### src/rtl/scr1_pipe_sleep_ctrl_pkg.sv
// Shared types and default widths for the pipe sleep/wake controller.
package scr1_pipe_sleep_pkg;

  typedef enum logic [1:0] {
    SCR1_SLP_RUN   = 2'd0,
    SCR1_SLP_DRAIN = 2'd1,
    SCR1_SLP_SLEEP = 2'd2,
    SCR1_SLP_WAKE  = 2'd3
  } type_scr1_slp_fsm_e;

  localparam int SCR1_SLP_DRAIN_TMO_W = 6;
  localparam int SCR1_SLP_CNT_W       = 16;

endpackage

### src/rtl/scr1_pipe_sleep_ctrl_if.sv
// Sleep/wake request handshake between the pipe and clock control.
interface scr1_pipe_sleep_ctrl_if;

  logic pipe2clkctl_sleep_req;
  logic pipe2clkctl_wake_req;
  logic clkctl_clk_en;

  modport master (
    output pipe2clkctl_sleep_req,
    output pipe2clkctl_wake_req,
    input  clkctl_clk_en
  );

  modport slave (
    input  pipe2clkctl_sleep_req,
    input  pipe2clkctl_wake_req,
    output clkctl_clk_en
  );

endinterface

### src/rtl/scr1_pipe_sleep_ctrl_sat_cnt.sv
// Saturating up-counter with synchronous clear.
module scr1_sat_cnt #(
  parameter int W = 16
) (
  input  logic         clk,
  input  logic         rst,
  input  logic         i_clr,
  input  logic         i_inc,
  output logic [W-1:0] o_cnt
);

  logic [W-1:0] r_cnt;
  logic         w_sat;

  assign w_sat = &r_cnt;

  always_ff @(posedge clk or posedge rst) begin
    if (rst) begin
      r_cnt <= '0;
    end else if (i_clr) begin
      r_cnt <= '0;
    end else if (i_inc && !w_sat) begin
      r_cnt <= r_cnt + W'(1);
    end
  end

  assign o_cnt = r_cnt;

endmodule

### src/rtl/scr1_pipe_sleep_ctrl.sv
// Turns a retired WFI into a drained sleep request and raises wake
// requests on interrupt/debug until the core clock is back.
module scr1_pipe_sleep_ctrl
  import scr1_pipe_sleep_pkg::*;
#(
  parameter int DRAIN_TMO_W = SCR1_SLP_DRAIN_TMO_W,
  parameter int SLP_CNT_W   = SCR1_SLP_CNT_W
) (
  input  logic                  clk,
  input  logic                  rst,
  input  logic                  wfi_start_i,
  input  logic                  pipe_idle_i,
  input  logic                  wake_irq_i,
  input  logic                  wake_dbg_i,
  scr1_pipe_sleep_ctrl_if.master clkctl,
  output logic                  fetch_stall_o,
  output logic                  wfi_done_o,
  output logic                  wfi_aborted_o,
  output logic [SLP_CNT_W-1:0]  slp_cycles_o
);

  // Leave DRAIN in the cycle whose count would reach all-ones.
  localparam logic [DRAIN_TMO_W-1:0] DRAIN_LAST = ~DRAIN_TMO_W'(1);

  type_scr1_slp_fsm_e r_state;
  type_scr1_slp_fsm_e w_state_nxt;

  logic                   w_wake;
  logic                   w_wfi_go;
  logic                   w_drain_tmo;
  logic                   w_slp_inc;
  logic [DRAIN_TMO_W-1:0] w_drain_cnt;

  logic r_sleep_req, w_sleep_req_nxt;
  logic r_wake_req, w_wake_req_nxt;
  logic r_fetch_stall, w_fetch_stall_nxt;
  logic r_wfi_done, w_wfi_done_nxt;
  logic r_wfi_aborted, w_wfi_aborted_nxt;

  assign w_wake      = wake_irq_i | wake_dbg_i;
  assign w_wfi_go    = (r_state == SCR1_SLP_RUN) & wfi_start_i & ~w_wake;
  assign w_drain_tmo = (w_drain_cnt == DRAIN_LAST);
  assign w_slp_inc   = ((r_state == SCR1_SLP_SLEEP) |
                        (r_state == SCR1_SLP_WAKE)) &
                       ~clkctl.clkctl_clk_en;

  always_ff @(posedge clk or posedge rst) begin
    if (rst) begin
      r_state <= SCR1_SLP_RUN;
    end else begin
      r_state <= w_state_nxt;
    end
  end

  always_comb begin
    w_state_nxt = r_state;
    unique case (r_state)
      SCR1_SLP_RUN: begin
        if (w_wfi_go) w_state_nxt = SCR1_SLP_DRAIN;
      end
      SCR1_SLP_DRAIN: begin
        if (w_wake)           w_state_nxt = SCR1_SLP_RUN;
        else if (w_drain_tmo) w_state_nxt = SCR1_SLP_RUN;
        else if (pipe_idle_i) w_state_nxt = SCR1_SLP_SLEEP;
      end
      SCR1_SLP_SLEEP: begin
        if (w_wake) w_state_nxt = SCR1_SLP_WAKE;
      end
      SCR1_SLP_WAKE: begin
        if (clkctl.clkctl_clk_en) w_state_nxt = SCR1_SLP_RUN;
      end
      default: w_state_nxt = SCR1_SLP_RUN;
    endcase
  end

  always_comb begin
    w_sleep_req_nxt   = (w_state_nxt == SCR1_SLP_SLEEP);
    w_wake_req_nxt    = (w_state_nxt == SCR1_SLP_WAKE);
    w_fetch_stall_nxt = (w_state_nxt != SCR1_SLP_RUN);
    w_wfi_done_nxt    = 1'b0;
    w_wfi_aborted_nxt = 1'b0;
    if (r_state == SCR1_SLP_RUN) begin
      // WFI with a wake already pending retires as a NOP.
      w_wfi_done_nxt    = wfi_start_i & w_wake;
      w_wfi_aborted_nxt = wfi_start_i & w_wake;
    end else if (w_state_nxt == SCR1_SLP_RUN) begin
      w_wfi_done_nxt    = 1'b1;
      w_wfi_aborted_nxt = (r_state != SCR1_SLP_WAKE);
    end
  end

  always_ff @(posedge clk or posedge rst) begin
    if (rst) begin
      r_sleep_req   <= 1'b0;
      r_wake_req    <= 1'b0;
      r_fetch_stall <= 1'b0;
      r_wfi_done    <= 1'b0;
      r_wfi_aborted <= 1'b0;
    end else begin
      r_sleep_req   <= w_sleep_req_nxt;
      r_wake_req    <= w_wake_req_nxt;
      r_fetch_stall <= w_fetch_stall_nxt;
      r_wfi_done    <= w_wfi_done_nxt;
      r_wfi_aborted <= w_wfi_aborted_nxt;
    end
  end

  scr1_sat_cnt #(
    .W (DRAIN_TMO_W)
  ) u_drain_cnt (
    .clk   (clk),
    .rst   (rst),
    .i_clr (w_wfi_go),
    .i_inc (r_state == SCR1_SLP_DRAIN),
    .o_cnt (w_drain_cnt)
  );

  scr1_sat_cnt #(
    .W (SLP_CNT_W)
  ) u_slp_cnt (
    .clk   (clk),
    .rst   (rst),
    .i_clr (w_wfi_go),
    .i_inc (w_slp_inc),
    .o_cnt (slp_cycles_o)
  );

  assign clkctl.pipe2clkctl_sleep_req = r_sleep_req;
  assign clkctl.pipe2clkctl_wake_req  = r_wake_req;
  assign fetch_stall_o                = r_fetch_stall;
  assign wfi_done_o                   = r_wfi_done;
  assign wfi_aborted_o                = r_wfi_aborted;

endmodule
### src/flat_wrapper.sv
// flat-port wrapper written by rule: the top's interface ports become plain ports
module scr1_pipe_sleep_ctrl_flat import scr1_pipe_sleep_pkg::*;
#(
  parameter int DRAIN_TMO_W = SCR1_SLP_DRAIN_TMO_W,
  parameter int SLP_CNT_W   = SCR1_SLP_CNT_W
)
  (clk, rst, wfi_start_i, pipe_idle_i, wake_irq_i, wake_dbg_i, fetch_stall_o, wfi_done_o, wfi_aborted_o, slp_cycles_o, clkctl_pipe2clkctl_sleep_req, clkctl_pipe2clkctl_wake_req, clkctl_clkctl_clk_en);
  scr1_pipe_sleep_ctrl_if clkctl_i ();
  input  logic clk;
  input  logic rst;
  input  logic wfi_start_i;
  input  logic pipe_idle_i;
  input  logic wake_irq_i;
  input  logic wake_dbg_i;
  output logic fetch_stall_o;
  output logic wfi_done_o;
  output logic wfi_aborted_o;
  output logic [SLP_CNT_W-1:0] slp_cycles_o;
  output wire logic [$bits(clkctl_i.pipe2clkctl_sleep_req)-1:0] clkctl_pipe2clkctl_sleep_req;
  output wire logic [$bits(clkctl_i.pipe2clkctl_wake_req)-1:0] clkctl_pipe2clkctl_wake_req;
  input wire logic [$bits(clkctl_i.clkctl_clk_en)-1:0] clkctl_clkctl_clk_en;
  assign clkctl_pipe2clkctl_sleep_req = clkctl_i.pipe2clkctl_sleep_req;
  assign clkctl_pipe2clkctl_wake_req = clkctl_i.pipe2clkctl_wake_req;
  assign clkctl_i.clkctl_clk_en = clkctl_clkctl_clk_en;
  scr1_pipe_sleep_ctrl #(.DRAIN_TMO_W(DRAIN_TMO_W), .SLP_CNT_W(SLP_CNT_W)) u_core (.clk(clk), .rst(rst), .wfi_start_i(wfi_start_i), .pipe_idle_i(pipe_idle_i), .wake_irq_i(wake_irq_i), .wake_dbg_i(wake_dbg_i), .clkctl(clkctl_i), .fetch_stall_o(fetch_stall_o), .wfi_done_o(wfi_done_o), .wfi_aborted_o(wfi_aborted_o), .slp_cycles_o(slp_cycles_o));
endmodule
### config.mk
export PLATFORM = sky130hd
export DESIGN_NAME = scr1_pipe_sleep_ctrl_flat
export DESIGN_NICKNAME = d
export VERILOG_FILES = /design/src/rtl/scr1_pipe_sleep_ctrl_pkg.sv /design/src/rtl/scr1_pipe_sleep_ctrl_if.sv /design/src/rtl/scr1_pipe_sleep_ctrl_sat_cnt.sv /design/src/rtl/scr1_pipe_sleep_ctrl.sv /design/src/flat_wrapper.sv
export SDC_FILE = /design/constraint.sdc
export NUM_CORES = 1
export LEC_CHECK = 0
export BUFFER_PORTS_ARGS = -buffer_cell sky130_fd_sc_hd__clkbuf_2
export CAP_MARGIN = 20
export CORE_MARGIN = 2
export CORE_UTILIZATION = 45
export DETAILED_ROUTE_END_ITERATION = 6
export GPL_ROUTABILITY_DRIVEN = 0
export PLACE_DENSITY_LB_ADDON = 0.1
export SLEW_MARGIN = 0
export SYNTH_ARGS = -nofsm -noshare
export SYNTH_HDL_FRONTEND = slang
export SYNTH_SLANG_ARGS = --single-unit
### constraint.sdc
create_clock -name clk -period 2 [get_ports clk]
set_clock_uncertainty 0.1 [all_clocks]
set_input_delay 0.3 -clock clk [delete_from_list [all_inputs] [get_ports clk]]
set_output_delay 0.3 -clock clk [all_outputs]
set_load 0.005 [all_outputs]
==> results.sh <==
export IMPL_clockPowerShare=0.249
export IMPL_rsz0062_at_grt="false"
export IMPL_period_share=0.9435
export IMPL_ys_flop_type="dfrtp_1"
export IMPL_drive_above_1_share=0.2611
export IMPL_arrival_ps=2020
export IMPL_synth_top_area_frac=0.4829
export IMPL_cts_buffers_inserted=5
export IMPL_antenna_found_initial=0
export IMPL_num_nets_final=212
export IMPL_cts_max_level=2
export IMPL_dpl_hpwl_um=2540
export IMPL_tightest_slew_ps=458.3
export IMPL_cts_tree="yes"
export IMPL_grt_use_total=0.1941
export IMPL_yosys_area_top_type="dfrtp_1"
export IMPL_post_cts_setup_buffers=0
export IMPL_grt_pass1_vias=1247
export IMPL_critPathRequiredTime_ps=2130
export IMPL_clk_path_buf_depth=2
export IMPL_fp_dieH_um=61.79
export IMPL_fin_area_mm2=0.001848
export IMPL_core_area_mm2=0.003103
export IMPL_syn_area_per_cell_um2=9.511
export IMPL_area_delta_synth_final_pct=22.98
export IMPL_grt_overflow=0
export IMPL_leakage_uw=0.0008908
export IMPL_dp_cells=238
export IMPL_synthTopCellsByArea="dfrtp_1 48%, nand2_1 4.7%, a21oi_1 4.0%"
export IMPL_synthTopCellsByCount="29 x dfrtp_1, 19 x nand2_1, 12 x a21oi_1, 12 x nor3_1"
export IMPL_die_area_mm2=0.003817
export IMPL_totalWireLength_um=3352
export IMPL_comb_power_share=0.253
export IMPL_powerDensity_mw_per_mm2=895.1
export IMPL_io_buffers=27
export IMPL_fin_tns_setup_ps=0
export IMPL_critPathLaunchType="flip-flop"
export IMPL_synthCells=158
export IMPL_fmax_mhz=529.9
export IMPL_final_min_clock_period_ps=1887
export IMPL_ys_types=38
export IMPL_drt_pre_antenna_iters=5
export IMPL_status="finished, final reports clean"
export IMPL_max_slew_margin=0.6941
export IMPL_path_max_fanout=7
export IMPL_finalHoldViolations=0
export IMPL_synth_async_reset_ratio=1.000
export IMPL_ys_warn_count=0
export IMPL_cts_sinks=29
export IMPL_p_int_uw=1109
export IMPL_hold_class="input pin to flip-flop"
export IMPL_synth_yosys_seq_area_share=0.4829
export IMPL_swShare=0.3297
export IMPL_grt_max_degree=19
export IMPL_crit_path_end_kind="flip-flop"
export IMPL_insertion_delay_ps=330
export IMPL_synth_edf_count=0
export IMPL_initial_core_util=0.4843
export IMPL_final_core_util=0.5956
export IMPL_setup_viol=0
export IMPL_p_sw_uw=545.4
export IMPL_drv_cap=0
export IMPL_drt_iter0_drc=98
export IMPL_ys_ff_latch=29
export IMPL_fp_dieW_um=61.79
export IMPL_crit_type="flip-flop to flip-flop"
export IMPL_vias=1372
export IMPL_synth_most_common_cell="dfrtp_1"
export IMPL_clockRootBuffer="clkbuf_4"
export IMPL_ant_nets=0
export IMPL_power_frac_seq=0.498
export IMPL_fin_ws_ps=113.0
export IMPL_placementRows=20
export IMPL_wl_per_cell_um=13.57
export IMPL_antenna_cells=0
export IMPL_drcViolationCount=0
export IMPL_io_pins=28
export IMPL_maxSlewViolCount=0
export IMPL_vdd_drop_max_mv=0.6326
export IMPL_synth_nets=168
export IMPL_fin_cells=247
export IMPL_grt_pass1_wl_um=5430
export IMPL_placed_cell_area_mm2=0.001768
export IMPL_place_ws_ps=122.3
export IMPL_syn_cell_area_mm2=0.001503
export IMPL_viasPerCell=5.555
export IMPL_clkTransAtPathRegs_ps=100
## final cells by class
class	instances	area [um^2]
inverter	6	22.52
timing repair buffer	41	242.7
sequential	29	725.7
tap	44	55.05
clock buffer	7	65.06
clock inverter	1	5.005
multi-input combinational	119	732.0
fill	287	1255
## sequential cells by signal, summed over array words and instances, names as in the netlist
| register | cells |
|---|---|
| u_core.clkctl.pipe2clkctl_sleep_req | 1 |
| u_core.u_slp_cnt.o_cnt | 16 |
| u_core.wfi_aborted_o | 1 |
| u_core.u_drain_cnt.o_cnt | 6 |
| u_core.fetch_stall_o | 1 |
| u_core.r_state | 2 |
| u_core.wfi_done_o | 1 |
| u_core.clkctl.pipe2clkctl_wake_req | 1 |
## timing repair
item	4_1_cts	5_1_grt
gates resized for setup	0	0
hold endpoints to repair	11	0
hold buffers	1	0
## path summary, 6_finish.rpt
check,depth (start not counted),endpoint,slack [ps],from
max in group asynchronous,4,u_core.u_slp_cnt.o_cnt[8],770,rst
min,2,u_core.r_state[0],80,pipe_idle_i
min in group asynchronous,3,u_core.u_drain_cnt.o_cnt[4],400,rst
min reg2reg,1,u_core.u_drain_cnt.o_cnt[3],440,u_core.u_drain_cnt.o_cnt[3]
max,4,u_core.u_slp_cnt.o_cnt[15],110,u_core.u_slp_cnt.o_cnt[6]
max reg2reg,4,u_core.u_slp_cnt.o_cnt[15],110,u_core.u_slp_cnt.o_cnt[6]
## worst max-delay path, stage by stage, from the launching register on
cell and delay (ps):
dfrtp_1 360, nand4_1 150, or3_1 480, or4_1 570, o211a_1 140
## placed cells by master (no fill, tap or decap), types with 3 or more instances in the layout
cell / n
nor2_1: 8
inv_1: 6
o21ai_0: 7
nor3_1: 12
or4_1: 4
clkbuf_2: 27
clkbuf_4: 5
and4_1: 4
or3_1: 3
a21oi_1: 12
nand3_1: 8
nand4_1: 5
buf_4: 13
mux2i_1: 5
dfrtp_1: 29
ha_1: 3
a211oi_1: 3
nand2_1: 19
nor2b_1: 3
## kinds of logic (layout without fill, tap and decap cells)
family                     after synthesis  in the layout  synth area share
and+or+nand+nor                         75             75            0.2673
muxes                                    5              5           0.03331
xor gates and xnor gates                 1              1          0.005830
AOI/OAI and AO/OA                       35             35            0.1557
adders and majority gates                3              3           0.02498
buffers and inverters                   10             55           0.02997
DFF                                     29             29            0.4829
## power groups by stage
| stage | registers, uW | logic [uW] | clock network, uW |
|---|---|---|---|
| 6_report | 824 | 418 | 412 |
| 5_1_grt | 844 | 483 | 452 |
| 4_1_cts | 823 | 428 | 422 |
| 3_5_place_dp | 834 | 424 | 0 |
| 3_3_place_gp | 827 | 409 | 0 |
| 2_1_floorplan | 830 | 251 | 0 |
## layer usage
metal	wire length, um	vias to the layer above	GRT usage
li1	-	676	-
met1	1417	649	0.2415
met2	1698	37	0.3203
met3	148	10	0.03934
met4	87	0	0.09726
met5	0	-	0
## metrics by stage
step                      hold WS (ps)  total power, uW
after floorplan                  278.1             1081
after global placement           199.3             1237
after detailed placement         203.2             1258
after CTS                        64.89             1673
after global routing             61.51             1779
final                            81.79             1654
Note: power is estimated with default switching activity, not from simulation.
